$ cat src/rtl/vga_capture.sv
// VGA receive side: locks to 640x480 timing, downsamples the 512-pixel window 2:1 into 256x240 framebuffer writes.
// Build option CAPTURE_AVG_EN: average each horizontal pixel pair instead of dropping the odd pixel.
module vga_capture #(
  parameter int H_WIN_START = 64,
  parameter int H_WIN_WIDTH = 512,
  parameter int V_ACTIVE    = 480,
  parameter int LOCK_FRAMES = 4
) (
  input  logic        I_CLK,
  input  logic        I_RESET,
  input  logic        I_HSYNC,
  input  logic        I_VSYNC,
  input  logic        I_BLANK,
  input  logic [7:0]  I_RED,
  input  logic [7:0]  I_GREEN,
  input  logic [7:0]  I_BLUE,
  output logic [5:0]  O_COLOR,
  output logic [15:0] O_ADDR,
  output logic        O_WREN,
  output logic [9:0]  O_HTOTAL,
  output logic [9:0]  O_VTOTAL,
  output logic        O_LOCKED,
  output logic        O_FRAME_START
);

  localparam int CW = $clog2(LOCK_FRAMES + 1);
  localparam logic [9:0] WS  = 10'(H_WIN_START);
  localparam logic [9:0] WE  = 10'(H_WIN_START + H_WIN_WIDTH);
  localparam logic [9:0] VA  = 10'(V_ACTIVE);
  localparam logic [8:0] WS9 = 9'(H_WIN_START);

  typedef enum logic [1:0] {UNLOCKED, CHECK, LOCKED} state_t;

  logic          hs1, vs1, bl1, hs2, vs2, bl2;
  logic [7:0]    r1, g1, b1;
  logic [9:0]    pcnt, lcnt, prev_per, hcnt, vline, ref_h, ref_v;
  logic          first_line, frame_bad;
  state_t        state;
  logic [CW-1:0] cnt;

  logic       hs_fall, vs_fall, bl_fall, match, in_win, take;
  logic [9:0] pcnt_inc, h_next, hcnt_cur, vline_cur;
  logic [8:0] win;
  logic [5:0] col;

  always_ff @(posedge I_CLK or posedge I_RESET)
    if (I_RESET) begin
      {hs1, vs1, bl1, hs2, vs2, bl2} <= '0;
      {r1, g1, b1} <= '0;
    end else begin
      {hs1, vs1, bl1} <= {I_HSYNC, I_VSYNC, I_BLANK};
      {r1, g1, b1}    <= {I_RED, I_GREEN, I_BLUE};
      {hs2, vs2, bl2} <= {hs1, vs1, bl1};
    end

  assign hs_fall  = hs2 & ~hs1;
  assign vs_fall  = vs2 & ~vs1;
  assign bl_fall  = bl2 & ~bl1;
  assign pcnt_inc = (pcnt == 10'h3FF) ? pcnt : pcnt + 10'd1;
  assign h_next   = hs_fall ? pcnt_inc : O_HTOTAL;
  assign match    = (h_next == ref_h) && (lcnt == ref_v) && !frame_bad;

  // hcnt/vline registers hold the previous pixel's position; *_cur is the stage-1 pixel's.
  assign hcnt_cur  = bl_fall ? 10'd0 : ((hcnt == 10'h3FF) ? hcnt : hcnt + 10'd1);
  assign vline_cur = bl_fall ? vline + 10'd1 : vline;
  assign win       = hcnt_cur[8:0] - WS9;
  assign in_win    = !bl1 && (hcnt_cur >= WS) && (hcnt_cur < WE) &&
                     (vline_cur < VA) && !vline_cur[0] && O_LOCKED;

  always_ff @(posedge I_CLK or posedge I_RESET)
    if (I_RESET) begin
      pcnt <= '0; lcnt <= '0; prev_per <= '0; hcnt <= '0;
      vline <= 10'h3FF;
      first_line <= 1'b1; frame_bad <= 1'b0;
      O_HTOTAL <= '0; O_VTOTAL <= '0; O_FRAME_START <= 1'b0;
    end else begin
      pcnt <= hs_fall ? 10'd0 : pcnt_inc;
      if (hs_fall) begin
        O_HTOTAL   <= pcnt_inc;
        prev_per   <= pcnt_inc;
        first_line <= 1'b0;
        if (!first_line && pcnt_inc != prev_per) frame_bad <= 1'b1;
        if (lcnt != 10'h3FF) lcnt <= lcnt + 10'd1;
      end
      // placed after the hsync branch so a coincident vsync fall wins
      if (vs_fall) begin
        O_VTOTAL   <= lcnt;
        lcnt       <= '0;
        frame_bad  <= 1'b0;
        first_line <= 1'b1;
      end
      O_FRAME_START <= vs_fall;
      hcnt  <= hcnt_cur;
      vline <= vs_fall ? 10'h3FF : vline_cur;
    end

  always_ff @(posedge I_CLK or posedge I_RESET)
    if (I_RESET) begin
      state <= UNLOCKED; cnt <= '0;
      ref_h <= '0; ref_v <= '0;
      O_LOCKED <= 1'b0;
    end else if (vs_fall) begin
      case (state)
        UNLOCKED: begin
          state <= CHECK; cnt <= CW'(1);
          ref_h <= h_next; ref_v <= lcnt;
        end
        CHECK:
          if (match) begin
            cnt <= cnt + CW'(1);
            if (cnt >= CW'(LOCK_FRAMES - 1)) begin
              state <= LOCKED; O_LOCKED <= 1'b1;
            end
          end else begin
            ref_h <= h_next; ref_v <= lcnt; cnt <= CW'(1);
          end
        LOCKED:
          if (!match) begin
            state <= UNLOCKED; O_LOCKED <= 1'b0;
          end
        default: begin
          state <= UNLOCKED; O_LOCKED <= 1'b0;
        end
      endcase
    end

`ifdef CAPTURE_AVG_EN
  logic [7:0] er, eg, eb;
  logic [8:0] ar, ag, ab;

  always_ff @(posedge I_CLK or posedge I_RESET)
    if (I_RESET) {er, eg, eb} <= '0;
    else if (!win[0]) {er, eg, eb} <= {r1, g1, b1};

  assign ar   = {1'b0, er} + {1'b0, r1};
  assign ag   = {1'b0, eg} + {1'b0, g1};
  assign ab   = {1'b0, eb} + {1'b0, b1};
  assign col  = {ar[8:7], ag[8:7], ab[8:7]};
  assign take = in_win & win[0];
`else
  logic unused_lo;
  assign unused_lo = ^{r1[5:0], g1[5:0], b1[5:0]};
  assign col  = {r1[7:6], g1[7:6], b1[7:6]};
  assign take = in_win & ~win[0];
`endif

  always_ff @(posedge I_CLK or posedge I_RESET)
    if (I_RESET) begin
      O_WREN <= 1'b0; O_ADDR <= '0; O_COLOR <= '0;
    end else begin
      O_WREN <= take;
      if (take) begin
        O_ADDR  <= {vline_cur[8:1], win[8:1]};
        O_COLOR <= col;
      end
    end

endmodule
$ cat config.mk
export PLATFORM = sky130hd
export DESIGN_NAME = vga_capture
export DESIGN_NICKNAME = d
export VERILOG_FILES = /design/src/rtl/vga_capture.sv
export SDC_FILE = /design/constraint.sdc
export NUM_CORES = 1
export LEC_CHECK = 0
export CORE_ASPECT_RATIO = 1.2
export CORE_MARGIN = 3
export CORE_UTILIZATION = 35
export CTS_BUF_LIST = sky130_fd_sc_hd__clkbuf_8
export CTS_CLUSTER_SIZE = 20
export DETAILED_ROUTE_END_ITERATION = 6
export GPL_TIMING_DRIVEN = 0
export HOLD_SLACK_MARGIN = 0.12
export PLACE_DENSITY = 0.55
export SLEW_MARGIN = 20
export SYNTH_ARGS = -nofsm -noshare
export SYNTH_HDL_FRONTEND = slang
export SYNTH_SLANG_ARGS = --single-unit
$ cat constraint.sdc
create_clock -name I_CLK -period 4.5 [get_ports I_CLK]
set_input_delay 0.9 -clock I_CLK [delete_from_list [all_inputs] [get_ports I_CLK]]
set_output_delay 0.9 -clock I_CLK [all_outputs]
set_load 0.05 [all_outputs]
**Word level (Yosys, flattened, before mapping)**

Cells that the tools add are included.

- Bitwise logic cells: 9
- Mux-type cells: 29
- Add/subtract/negate cells: 6
- Reduce and logical (&&, ||, !) cells: 23
- Eq/ne operators: 12
- Order comparisons: 4

Operators with widths:

| kind | number |
|---|---|
| $mux 10 | 12 |
| $add 10x1->10 const B | 4 |
| $pmux 10 s2 | 2 |
| $eq 10x10->1 | 2 |
| $eq 10x10->1 const B | 2 |
| $ge 10x7->1 const B | 1 |
| $lt 10x10->1 const B | 1 |
| $lt 10x9->1 const B | 1 |
| $ne 10x10->1 | 1 |
| $ne 10x10->1 const B | 1 |
| $sub 9x7->9 const B | 1 |
| $logic_and 1x1->1 | 8 |
| $mux 1 | 8 |
| $ne 2x2->1 const B | 4 |
| $reduce_bool 2->1 | 4 |
| $mux 2 | 3 |
| $pmux 2 s3 | 1 |
| $pmux 3 s2 | 1 |
| $reduce_and 2->1 | 3 |
| $not 1->1 | 5 |
| $reduce_and 5->1 | 1 |
| $and 1x1->1 | 4 |
| $logic_not 1->1 | 4 |
| $reduce_and 4->1 | 1 |
| 8 further kinds | 8 |

- Output and inout bits: 45
- Register bits: 152

**Longest topological paths before layout**

Gate-level depths: netlist of run 1.

- Depth after elaboration: 10
- Mapped depth: 14
- Gate-level depth less buffers: 11

**Worst setup path before layout of run 1**

OpenSTA, ideal clock, no wires.

- Kind: reg2reg
- From: reg hcnt[0]
- To: reg O_ADDR[5]
- Stages on the path, launching flop included: 12
- Path slack: 1.465 ns
- Arrival: 2.912 ns
- Data required time: 4.377 ns
- Setup time: 0.123 ns
- Path through: dfrtp_1 ha_1 and2_1 a41oi_1 or3_2 ha_1 and2_2 bufbuf_8 o41a_1 or3_1 clkbuf_2 o221a_2

RTL lines:

| element | RTL line | source |
|---|---|---|
| start: declaration | 36 | `logic [9:0] pcnt, lcnt, prev_per, hcnt, vline, ref_h, ref_v;` |
| start signal: assignment | 93 | `hcnt <= hcnt_cur;` |
| $add 10x1->10 / $eq 10x10->1 (equally long branches) | 64 | `assign hcnt_cur = bl_fall ? 10'd0 : ((hcnt == 10'h3FF) ? hcnt : hcnt + 10'd1);` |
| $mux 10 (*) (2 in a row) | 64 |  |
| $sub 9x7->9 (*) | 66 | `assign win = hcnt_cur[8:0] - WS9;` |
| net win[6] | 43 | `logic [8:0] win;` |
| end signal: assignment | 153 | `O_ADDR <= {vline_cur[8:1], win[8:1]};` |
| end: declaration | 18 | `output logic [15:0] O_ADDR,` |

Mark *: on every way through the listed nets, which the timed path passes. The rest lies on a longest branch.
A chain may end at the register's enable or synchronous reset.

**Worst setup path after layout of run 1**

- From: reg pcnt[1]
- To: reg ref_h[8]

- Longest elaborated chain between the ends: 8

Ends and longest elaborated chain:

| element | RTL line | source |
|---|---|---|
| start: declaration | 36 |  |
| start signal: assignment | 77 | `pcnt <= hs_fall ? 10'd0 : pcnt_inc;` |
| $add 10x1->10 / $eq 10x10->1 (equally long branches) | 59 | `assign pcnt_inc = (pcnt == 10'h3FF) ? pcnt : pcnt + 10'd1;` |
| $mux 10 (*) | 59 |  |
| $mux 10 (*) | 60 | `assign h_next = hs_fall ? pcnt_inc : O_HTOTAL;` |
| $eq 10x10->1 | 61 | `assign match = (h_next == ref_h) && (lcnt == ref_v) && !frame_bad;` |
| $logic_and 1x1->1 (2 in a row) | 61 |  |
| $ne 2x2->1 (no source line) | - |  |
| $reduce_and 3->1 (no source line) | - |  |
| end signal: assignment | 106 | `ref_h <= h_next; ref_v <= lcnt;` |
| end: declaration | 36 |  |

Mark *: on every way between the ends. The rest lies on a longest branch, timed or not. The select of a mux whose other input is x is not followed.

==> metrics, run 1 <==
cell accounting for the most synthesized area dfrtp_1; GRT Util Overall 0.156; sequential fraction of the synthesis area 0.518; Die Height 155 um; core box area 17800 um2; total gr overflow 0; total of max-cap violations 0; VDD IR max around 0.18 mV; asr flop ratio synth 1.00; Clock Latency Late Sink 0.45 ns; critical path startpoint category flip-flop; setup tns final 0 ns; placer congestion estimate 0.879; CP Launch Point pcnt[1]; Final setup viols 0; Max transition margin 0.487; count of cell types in the netlist 67; Post-CTS Setup Bufs 0; HPWL after DPL 10.8 mm; I/O pin cnt 74; routed vias/inst approximately 5.3; share of cells above drive strength 1 0.138; final period utilization 0.788; # fillers about 1700; top cells by area, synth dfrtp_1, nand2_1, dfstp_2; Die Width 130 um; Ant. Diodes 0; average size of a mapped cell 9.99 um2; IO Port Bufs 55; status finished, final reports clean; DR WL/cell 15.4 um; Commonest cells post-synth dfrtp_1, nand2_1, nor2_1; CP required ~4.8 ns; Clock Sinks 134; H-tree depth 4; # rows 53; Syn Inst Count 650; CTS Buffer Depth 2; Worst Max-Slew Pin Slew 0.763 ns; most numerous cell in the Yosys netlist dfrtp_1; r2r setup slk 0.96 ns; CTS resizes 0; CTS tree done; CTS buffer count 17; Most used DFF post-synth dfrtp_1; EDFF count, synth 0; die area 20200 um2; Initial Util 0.364; initial DRC count 320; first-pass GRT wire length 25.6 mm; hold_buf cts 0; WHS 0.376 ns; Cell Area, Synth about 6500 um2; reg2reg path depth 11; vias 5037; Max Clock Freq about 280 MHz; Pre-antenna DRT Iters 4; yosys warns 0; initial antenna violation count 0; syn nets 686; Area Overhead vs Synth 20.8%; RR Startpoint pcnt[1]; share of the synthesized area in the top cell type 0.474; Reg clk slew, reported paths 0.07 ns; largest net degree at the start of global routing 101; RR Endpoint ref_h[8]; Final min period 3.54 ns; Final Hold Fails 0; Power Density 447 nW/um2; Synth Register Bits 134; Worst Setup Path Type flip-flop to flip-flop; Final Max Slew Viols 0; ANT nets after route 0; hold crit path type flip-flop to flip-flop; unrepaired setup endpoints after global routing false; root buffer cell clkbuf_8; # nets final 761; Post-route DRC 0; WL final 14.8 mm; vias in the first global route 5151; Arr. time, crit path 3.87 ns; crit end category flip-flop; LEAKAGE roughly 3.5 nW; CP max FO 10; worst setup path endpoint ref_h[8]; Worst Skew roughly 0.012 ns
[layer usage]
layer | wire length, um | GRT usage
met1 | 6480 | 0.198
met2 | 7470 | 0.264
met3 | 490 | 0.0319
met4 | 317 | 0.0568
met5 | 0 | 0
[state kept, by name, indices dropped and copies added (netlist names), 3 cells and up]
name	count
lcnt	10
hcnt	10
ref_v	10
prev_per	10
vline	10
O_ADDR	16
cnt	3
ref_h	10
O_HTOTAL	10
O_COLOR	6
pcnt	10
O_VTOTAL	10
[per-stage QoR]
step	setup WS [ns]	power (mW)	instances	cell area, um2	util
floorplan	0.0354	2.08	650	6500	-
global placement	-1.93	2.30	925	7320	0.410
detailed placement	0.986	2.32	926	7360	0.412
CTS	0.971	3.56	958	7850	0.440
global route	0.622	3.71	958	7850	0.440
finish	0.956	3.51	958	7850	0.440
[cell type report]
| class | instances | area [um2] | area share |
|---|---|---|---|
| buffer | 32 | 176 | 0.0225 |
| clock buffer | 19 | 262 | 0.0333 |
| clock inverter | 13 | 226 | 0.0289 |
| inverter | 19 | 78.8 | 0.0100 |
| multi-input combinational | 465 | 2880 | 0.367 |
| sequential | 134 | 3370 | 0.429 |
| tap | 220 | 275 | 0.0351 |
| timing repair buffer | 56 | 578 | 0.0737 |
[logic make-up after synthesis]
kind of cell | share of synthesized area
flops | 0.518
compound gates | 0.124
simple gates | 0.201
fa+ha+maj | 0.0135
buf+inv | 0.0381
mux | 0.0378
xor+xnor | 0.0674
[how the worst min path moves through the flow]
stage               startpoint  endpoint  slack (ns)  cells after the start
finish                     vs1       vs2        0.38                      0
global route               vs1       vs2        0.39                      0
CTS                        vs1       vs2        0.38                      0
detailed placement         vs1       vs2        0.36                      0
global placement           vs1       vs2        0.36                      0
floorplan                  vs1       vs2        0.35                      0
[cell usage in the layout, fill, tap and decap left out, types with 4 or more instances in the layout]
cell / n
mux2_2: 20
ha_1: 7
o21ai_0: 34
inv_1: 20
xnor2_1: 23
a211oi_1: 7
nand2b_1: 4
nand4_1: 15
xor2_1: 27
nand3_1: 23
o22ai_1: 8
a31oi_1: 4
a221oi_1: 7
o31ai_1: 4
a21o_1: 5
and3_1: 6
nor3_1: 14
nand2_1: 89
clkbuf_1: 16
nor2b_1: 5
clkbuf_8: 20
buf_2: 8
and4_1: 4
clkdlybuf4s50_1: 55
or3_1: 7
nor4_1: 4
dfstp_2: 11
bufinv_16: 6
a21oi_1: 21
nor2_1: 67
and2_1: 6
a31o_2: 5
dfrtp_1: 123
a41oi_1: 6
[critical path: stages (launching register included)]
cell and delay [ns]:
dfrtp_1 0.49, ha_1 0.36, and3_1 0.19, buf_2 0.16
nand3_1 0.20, a311oi_1 0.32, nand3_1 0.10, a211oi_1 0.30
nand4_1 0.35, o21ai_1 0.29, buf_2 0.30, mux2_2 0.37
[where the power goes]
part / internal (mW) / switching (mW) / total (mW) / leakage (nW)
Clock: 0.745 / 0.473 / 1.22 / 0.249
Sequential: 1.38 / 0.138 / 1.52 / 1.75
Combinational: 0.298 / 0.468 / 0.766 / 1.51
No activity file was read; power rests on OpenSTA's default activity.
==> run 2: changes to the inputs <==
==> constraint.sdc (replaced) <==
create_clock -name I_CLK -period 2.9 [get_ports I_CLK]
set_input_delay 0.58 -clock I_CLK [delete_from_list [all_inputs] [get_ports I_CLK]]
set_output_delay 0.58 -clock I_CLK [all_outputs]
set_load 0.05 [all_outputs]
==> metrics, run 2 (synthesis gave the netlist of run 1 again) <==
LEAKAGE 3.71 nW (was 3.51 nW); crit-path cells ha_4, nand2_2, nor4_4, buf_4, or3_2, a21oi_1, o41a_1, buf_4, nor3_4, buf_12, a221oi_1 (was ha_1, and3_1, buf_2, nand3_1, a311oi_1, nand3_1, a211oi_1, nand4_1, o21ai_1, buf_2, mux2_2); CP required 3.24 ns (was 4.83 ns); most frequent CP cell buf_4; critical path's slowest cell dfrtp_1 (unchanged); flip-flop count of the largest register after layout 16 (unchanged); area occupied by multi-input gates 3260 um2 (was 2880 um2); CTS buffer count 17 (unchanged); post-route insts no fill 987 (was 958); CTS tree done (unchanged); placed inst area 7450 um2 (was 7360 um2); Worst Max-Slew Pin Slew 0.703 ns (was 0.763 ns); Reg clk slew, reported paths 0.09 ns (was 0.07 ns); H-tree depth 4 (unchanged); core box area 17800 um2 (unchanged); crit end category flip-flop (unchanged); IO Port Bufs 55 (unchanged); status finished, final reports clean (unchanged); root buffer cell clkbuf_8 (unchanged); WL final 16.4 mm (was 14.8 mm); Top reg by flops O_ADDR (unchanged); Final Max Slew Viols 0 (unchanged); CP bufs+invs 3 (was 2); VDD IR max 0.367 mV (was 0.180 mV); Initial Util 0.364 (unchanged); largest net degree at the start of global routing 35 (was 101); Pre-antenna DRT Iters 5 (was 4); Final Power 5.36 mW (was 3.51 mW); Power Density 632 nW/um2 (was 447 nW/um2); Die Width 130 um (unchanged); # fillers 1626 (was 1697); total gr overflow 0 (unchanged); unrepaired setup endpoints after global routing true (was false); HPWL after DPL 11.2 mm (was 10.8 mm); initial antenna violation count 0 (unchanged); Crit path largest cell delay 0.42 ns (was 0.49 ns); vias 5359 (was 5037); CTS Buffer Depth 2 (unchanged); Seq. cell area 3370 um2 (about the same); most frequent cells in the layout dfrtp_1, nand2_1, nor2_1 (unchanged); initial DRC count 317 (was 320); Clock Sinks 134 (unchanged); total of max-cap violations 0 (unchanged); Final Hold Fails 0 (unchanged); hold crit path type flip-flop to flip-flop (unchanged); # rows 53 (unchanged); Worst Setup Path Type flip-flop to flip-flop (unchanged); CP max FO 7 (was 10); placed insts 930 (was 926); Final setup viols 0 (unchanged); Max transition margin 0.525 (was 0.487); I/O pin cnt 74 (unchanged); final period utilization 0.973 (was 0.788); critical path startpoint category flip-flop (unchanged); Arr. time, crit path 3.16 ns (was 3.87 ns); first-pass GRT wire length 26.9 mm (was 25.6 mm); # nets final 790 (was 761); Worst Skew 0.0133 ns (was 0.0124 ns); Ant. Diodes 0 (unchanged); commonest non-fill, non-tap cell in the layout dfrtp_1 (unchanged); DR WL/cell 16.6 um (was 15.4 um); crit-path leading delay family compound AO/OA/AOI/OAI gates (unchanged); routed vias/inst 5.43 (was 5.26); Final min period 2.82 ns (was 3.54 ns); Die Height 155 um (unchanged); design area 8480 um2 (was 7850 um2); Max Clock Freq 354 MHz (was 282 MHz); placer congestion estimate 0.873 (was 0.879); GRT Util Overall 0.165 (was 0.156); Clock Latency Late Sink 0.45 ns (about the same); Area Overhead vs Synth 30.5% (was 20.8%); ANT nets after route 0 (unchanged); Post-route DRC 0 (unchanged); vias in the first global route 5305 (was 5151); share of cells above drive strength 1 0.254 (was 0.138); die area 20200 um2 (unchanged)
run 2: area by class of cell:
type	instances	share of cell area
flip-flops and latches	134	0.398
repair buffers	89	0.108
plain buffers	28	0.0215
clock buffers	17	0.0276
well taps	220	0.0325
multi-input cells	465	0.385
inverters	19	0.00885
clock inverters	15	0.0186
run 2: path summary, 6_finish.rpt:
| kind | to | start | cells after the start | slack, ns |
|---|---|---|---|---|
| max | O_ADDR[13] | hcnt[0] | 11 | 0.08 |
| min | vs2 | vs1 | 0 | 0.38 |
| max reg2reg | O_ADDR[13] | hcnt[0] | 11 | 0.08 |
| min reg2reg | vs2 | vs1 | 0 | 0.38 |
| max in group asynchronous | bl1 | I_RESET | 5 | 1.80 |
| min in group asynchronous | O_ADDR[14] | I_RESET | 3 | 0.54 |
run 2: timing repair:
item / CTS / global route
cloned: 1 / 2
pin swaps: 13 / 25
setup endpoints to repair: 46 / 41
setup buffers: 13 / 14
hold buffers: 0 / 0
resized for setup: 39 / 68
run 2: metal layers:
metal  share of wire  global-route usage  routed length, um  up-vias
met2            0.53               0.284               8620      143
li1                -                   -                  -     2511
met4           0.011              0.0480                180        0
met1            0.42               0.207               6930     2685
met5               0                   0                  0        -
met3           0.039              0.0378                646       20
run 2: where the power goes:
group / switching, mW / total, mW / leakage, nW / internal, mW
logic: 0.825 / 1.41 / 1.77 / 0.587
clock network: 0.855 / 1.57 / 0.195 / 0.716
registers: 0.225 / 2.37 / 1.74 / 2.15
run 2: stage by stage:
step	setup TNS [ns]	utilization	hold WS, ns	setup slack, ns
after floorplan	0	-	0.346	0.00341
after global placement	-87.38	0.411	0.356	-0.635
after detailed placement	-18.66	0.418	0.365	-0.644
after CTS	-0.00267	0.454	0.385	-0.00267
after global routing	-0.603	0.475	0.413	-0.0485
final	0	0.475	0.382	0.0788
==> run 3: changes to the inputs <==
--- a/config.mk
+++ b/config.mk
@@ -5,6 +5,7 @@
 export SDC_FILE = /design/constraint.sdc
 export NUM_CORES = 1
 export LEC_CHECK = 0
+export CAP_MARGIN = 20
 export CORE_ASPECT_RATIO = 1.2
 export CORE_MARGIN = 3
 export CORE_UTILIZATION = 35
@@ -13,7 +14,7 @@
 export DETAILED_ROUTE_END_ITERATION = 6
 export GPL_TIMING_DRIVEN = 0
 export HOLD_SLACK_MARGIN = 0.12
-export PLACE_DENSITY = 0.55
+export PLACE_DENSITY = 0.53
 export SLEW_MARGIN = 20
 export SYNTH_ARGS = -nofsm -noshare
 export SYNTH_HDL_FRONTEND = slang
==> constraint.sdc (replaced) <==
create_clock -name I_CLK -period 3.6 [get_ports I_CLK]
set_input_delay 0.72 -clock I_CLK [delete_from_list [all_inputs] [get_ports I_CLK]]
set_output_delay 0.72 -clock I_CLK [all_outputs]
set_load 0.05 [all_outputs]
==> metrics, run 3 (synthesis gave the netlist of run 1 again) <==
vias 5034 (was 5359); Switching Share 0.343 (was 0.356); Setup WS post-layout 0.201 ns (was 0.0788 ns); Area Overhead vs Synth 20.8% (was 30.5%); sequential power share 0.464 (was 0.443); core box area 17800 um2 (unchanged); Final Hold Fails 0 (unchanged); LEAKAGE 3.49 nW (was 3.71 nW); Worst Max-Slew Pin Slew 0.699 ns (was 0.703 ns); # nets final 766 (was 790); critical path's slowest cell or3_2 (was dfrtp_1); Die Width 130 um (unchanged); Pre-antenna DRT Iters 4 (was 5); Crit path largest cell delay 0.55 ns (was 0.42 ns); DR WL/cell 15.5 um (was 16.6 um); Arr. time, crit path 3.74 ns (was 3.16 ns); Ant. Diodes 0 (unchanged); # fillers 1721 (was 1626); ANT nets after route 0 (unchanged); H-tree depth 4 (unchanged); total of max-cap violations 0 (unchanged); total gr overflow 0 (unchanged); Max transition margin 0.528 (was 0.525); Final setup viols 0 (unchanged); initial DRC count 266 (was 317); Combinational Power Share 0.236 (was 0.263); Clock Latency Late Sink 0.45 ns (about the same); Post-route DRC 0 (unchanged); power share of the clock group 0.300 (was 0.293); # rows 53 (unchanged); internal power 2.70 mW (was 3.45 mW); critical path startpoint category flip-flop (unchanged); initial antenna violation count 0 (unchanged); hold crit path type flip-flop to flip-flop (unchanged); HPWL after DPL 11.2 mm (about the same); area occupied by multi-input gates 2890 um2 (was 3260 um2); most frequent cells in the layout dfrtp_1, nand2_1, nor2_1 (unchanged); commonest non-fill, non-tap cell in the layout dfrtp_1 (unchanged); pre-CTS setup slack 0.0375 ns (was -0.644 ns); CTS buffer count 17 (unchanged); Worst Skew 0.0106 ns (was 0.0133 ns); Final Max Slew Viols 0 (unchanged); first-pass GRT wire length 25.1 mm (was 26.9 mm); Net Sw Power 1.41 mW (was 1.91 mW); Power Density 523 nW/um2 (was 632 nW/um2); unrepaired setup endpoints after global routing false (was true); crit-path cells ha_1, and2_1, a41oi_1, or3_2, ha_1, and2_2, bufbuf_8, o41a_1, a21oi_4, buf_4, nor2_1, a221oi_1 (was ha_4, nand2_2, nor4_4, buf_4, or3_2, a21oi_1, o41a_1, buf_4, nor3_4, buf_12, a221oi_1); largest net degree at the start of global routing 29 (was 35); Clock Sinks 134 (unchanged); Seq. cell area 3370 um2 (about the same); most frequent CP cell ha_1 (was buf_4); placer congestion estimate 0.811 (was 0.873); VDD IR max 0.222 mV (was 0.367 mV); hold_buf cts 0 (unchanged); placed insts 930 (unchanged); I/O pin cnt 74 (unchanged); Initial Util 0.364 (unchanged); Worst Setup Path Type flip-flop to flip-flop (unchanged); Die Height 155 um (unchanged); setup tns final 0 ns (unchanged); routed vias/inst 5.23 (was 5.43); crit end category flip-flop (unchanged); die area 20200 um2 (unchanged); status finished, final reports clean (unchanged); CP max FO 10 (was 7); GRT Util Overall 0.155 (was 0.165); CTS Buffer Depth 2 (unchanged); Reg clk slew, reported paths 0.08 ns (was 0.09 ns); post-route insts no fill 963 (was 987); vias in the first global route 5006 (was 5305); Max Clock Freq 294 MHz (was 354 MHz); CTS tree done (unchanged); flip-flop count of the largest register after layout 16 (unchanged); IO Port Bufs 55 (unchanged); crit-path leading delay family simple AND/OR/NAND/NOR gates (was compound AO/OA/AOI/OAI gates); Final min period 3.40 ns (was 2.82 ns); CP bufs+invs 2 (was 3); share of cells above drive strength 1 0.149 (was 0.254); root buffer cell clkbuf_8 (unchanged); final period utilization 0.944 (was 0.973); WL final 15.0 mm (was 16.4 mm); Final Power 4.10 mW (was 5.36 mW); Top reg by flops O_ADDR (unchanged); CP required 3.94 ns (was 3.24 ns)
[run 3: changes by cell type in the layout (fill, tap and decap cells not counted), moves of 5 or more]
cell	previous run	this run
buf_4	23	2
dfrtp_1	117	123
a221oi_1	2	7
dfrtp_2	6	0
buf_2	3	8
buf_6	12	2
a221oi_2	5	0
[run 3: per-stage QoR]
stage | instance area, um2 | util | hold slack [ns]
2_1_floorplan | 6500 | - | 0.346
3_3_place_gp | 7330 | 0.411 | 0.355
3_5_place_dp | 7440 | 0.417 | 0.363
4_1_cts | 7830 | 0.439 | 0.381
5_1_grt | 7850 | 0.440 | 0.385
6_report | 7850 | 0.440 | 0.379
[run 3: final timing paths]
kind                              start    endpoint  slack [ns]  cells past startpoint
worst max-delay path            hcnt[0]  O_ADDR[10]        0.20                     12
worst min-delay path                vs1         vs2        0.38                      0
worst max register to register  hcnt[0]  O_ADDR[10]        0.20                     12
worst min register to register      vs1         vs2        0.38                      0
max in group asynchronous       I_RESET    ref_v[5]        2.14                      5
min in group asynchronous       I_RESET  O_COLOR[0]        0.61                      2
[run 3: area by class of cell]
cell class                 count  share of cell area
buffer                        32              0.0225
clock buffer                  18              0.0316
clock inverter                14              0.0182
inverter                      19             0.00957
multi-input combinational    465               0.368
sequential                   134               0.429
tap                          220              0.0351
timing repair buffer          61              0.0858
[run 3: power by group through the flow]
| stage | Sequential, mW | Combinational (mW) | Clock [mW] |
|---|---|---|---|
| floorplan | 2.00 | 0.600 | 0 |
| global placement | 1.93 | 0.946 | 0 |
| detailed placement | 1.93 | 0.980 | 0 |
| CTS | 1.90 | 0.984 | 1.28 |
| global route | 1.93 | 1.08 | 1.36 |
| finish | 1.90 | 0.968 | 1.23 |
[run 3: worst register-to-register path, stage by stage, from the launching register on]
cell and delay (ns):
dfrtp_1 0.41, ha_1 0.26, and2_1 0.23, a41oi_1 0.19, or3_2 0.55, ha_1 0.25
and2_2 0.17, bufbuf_8 0.25, o41a_1 0.17, a21oi_4 0.30, buf_4 0.25, nor2_1 0.06
a221oi_1 0.22
[run 3: what timing repair did]
item,CTS,global route
hold endpoints to repair,0,0
resized for setup,0,2
setup buffers,0,1
endpoints found under the setup margin,0,27
[run 3: metal layers]
layer,track usage,vias to the layer above,part of all wire
li1,-,2452,-
met1,0.202,2444,0.44
met3,0.0319,22,0.041
met4,0.0549,0,0.020
met2,0.256,116,0.50
met5,0,-,0
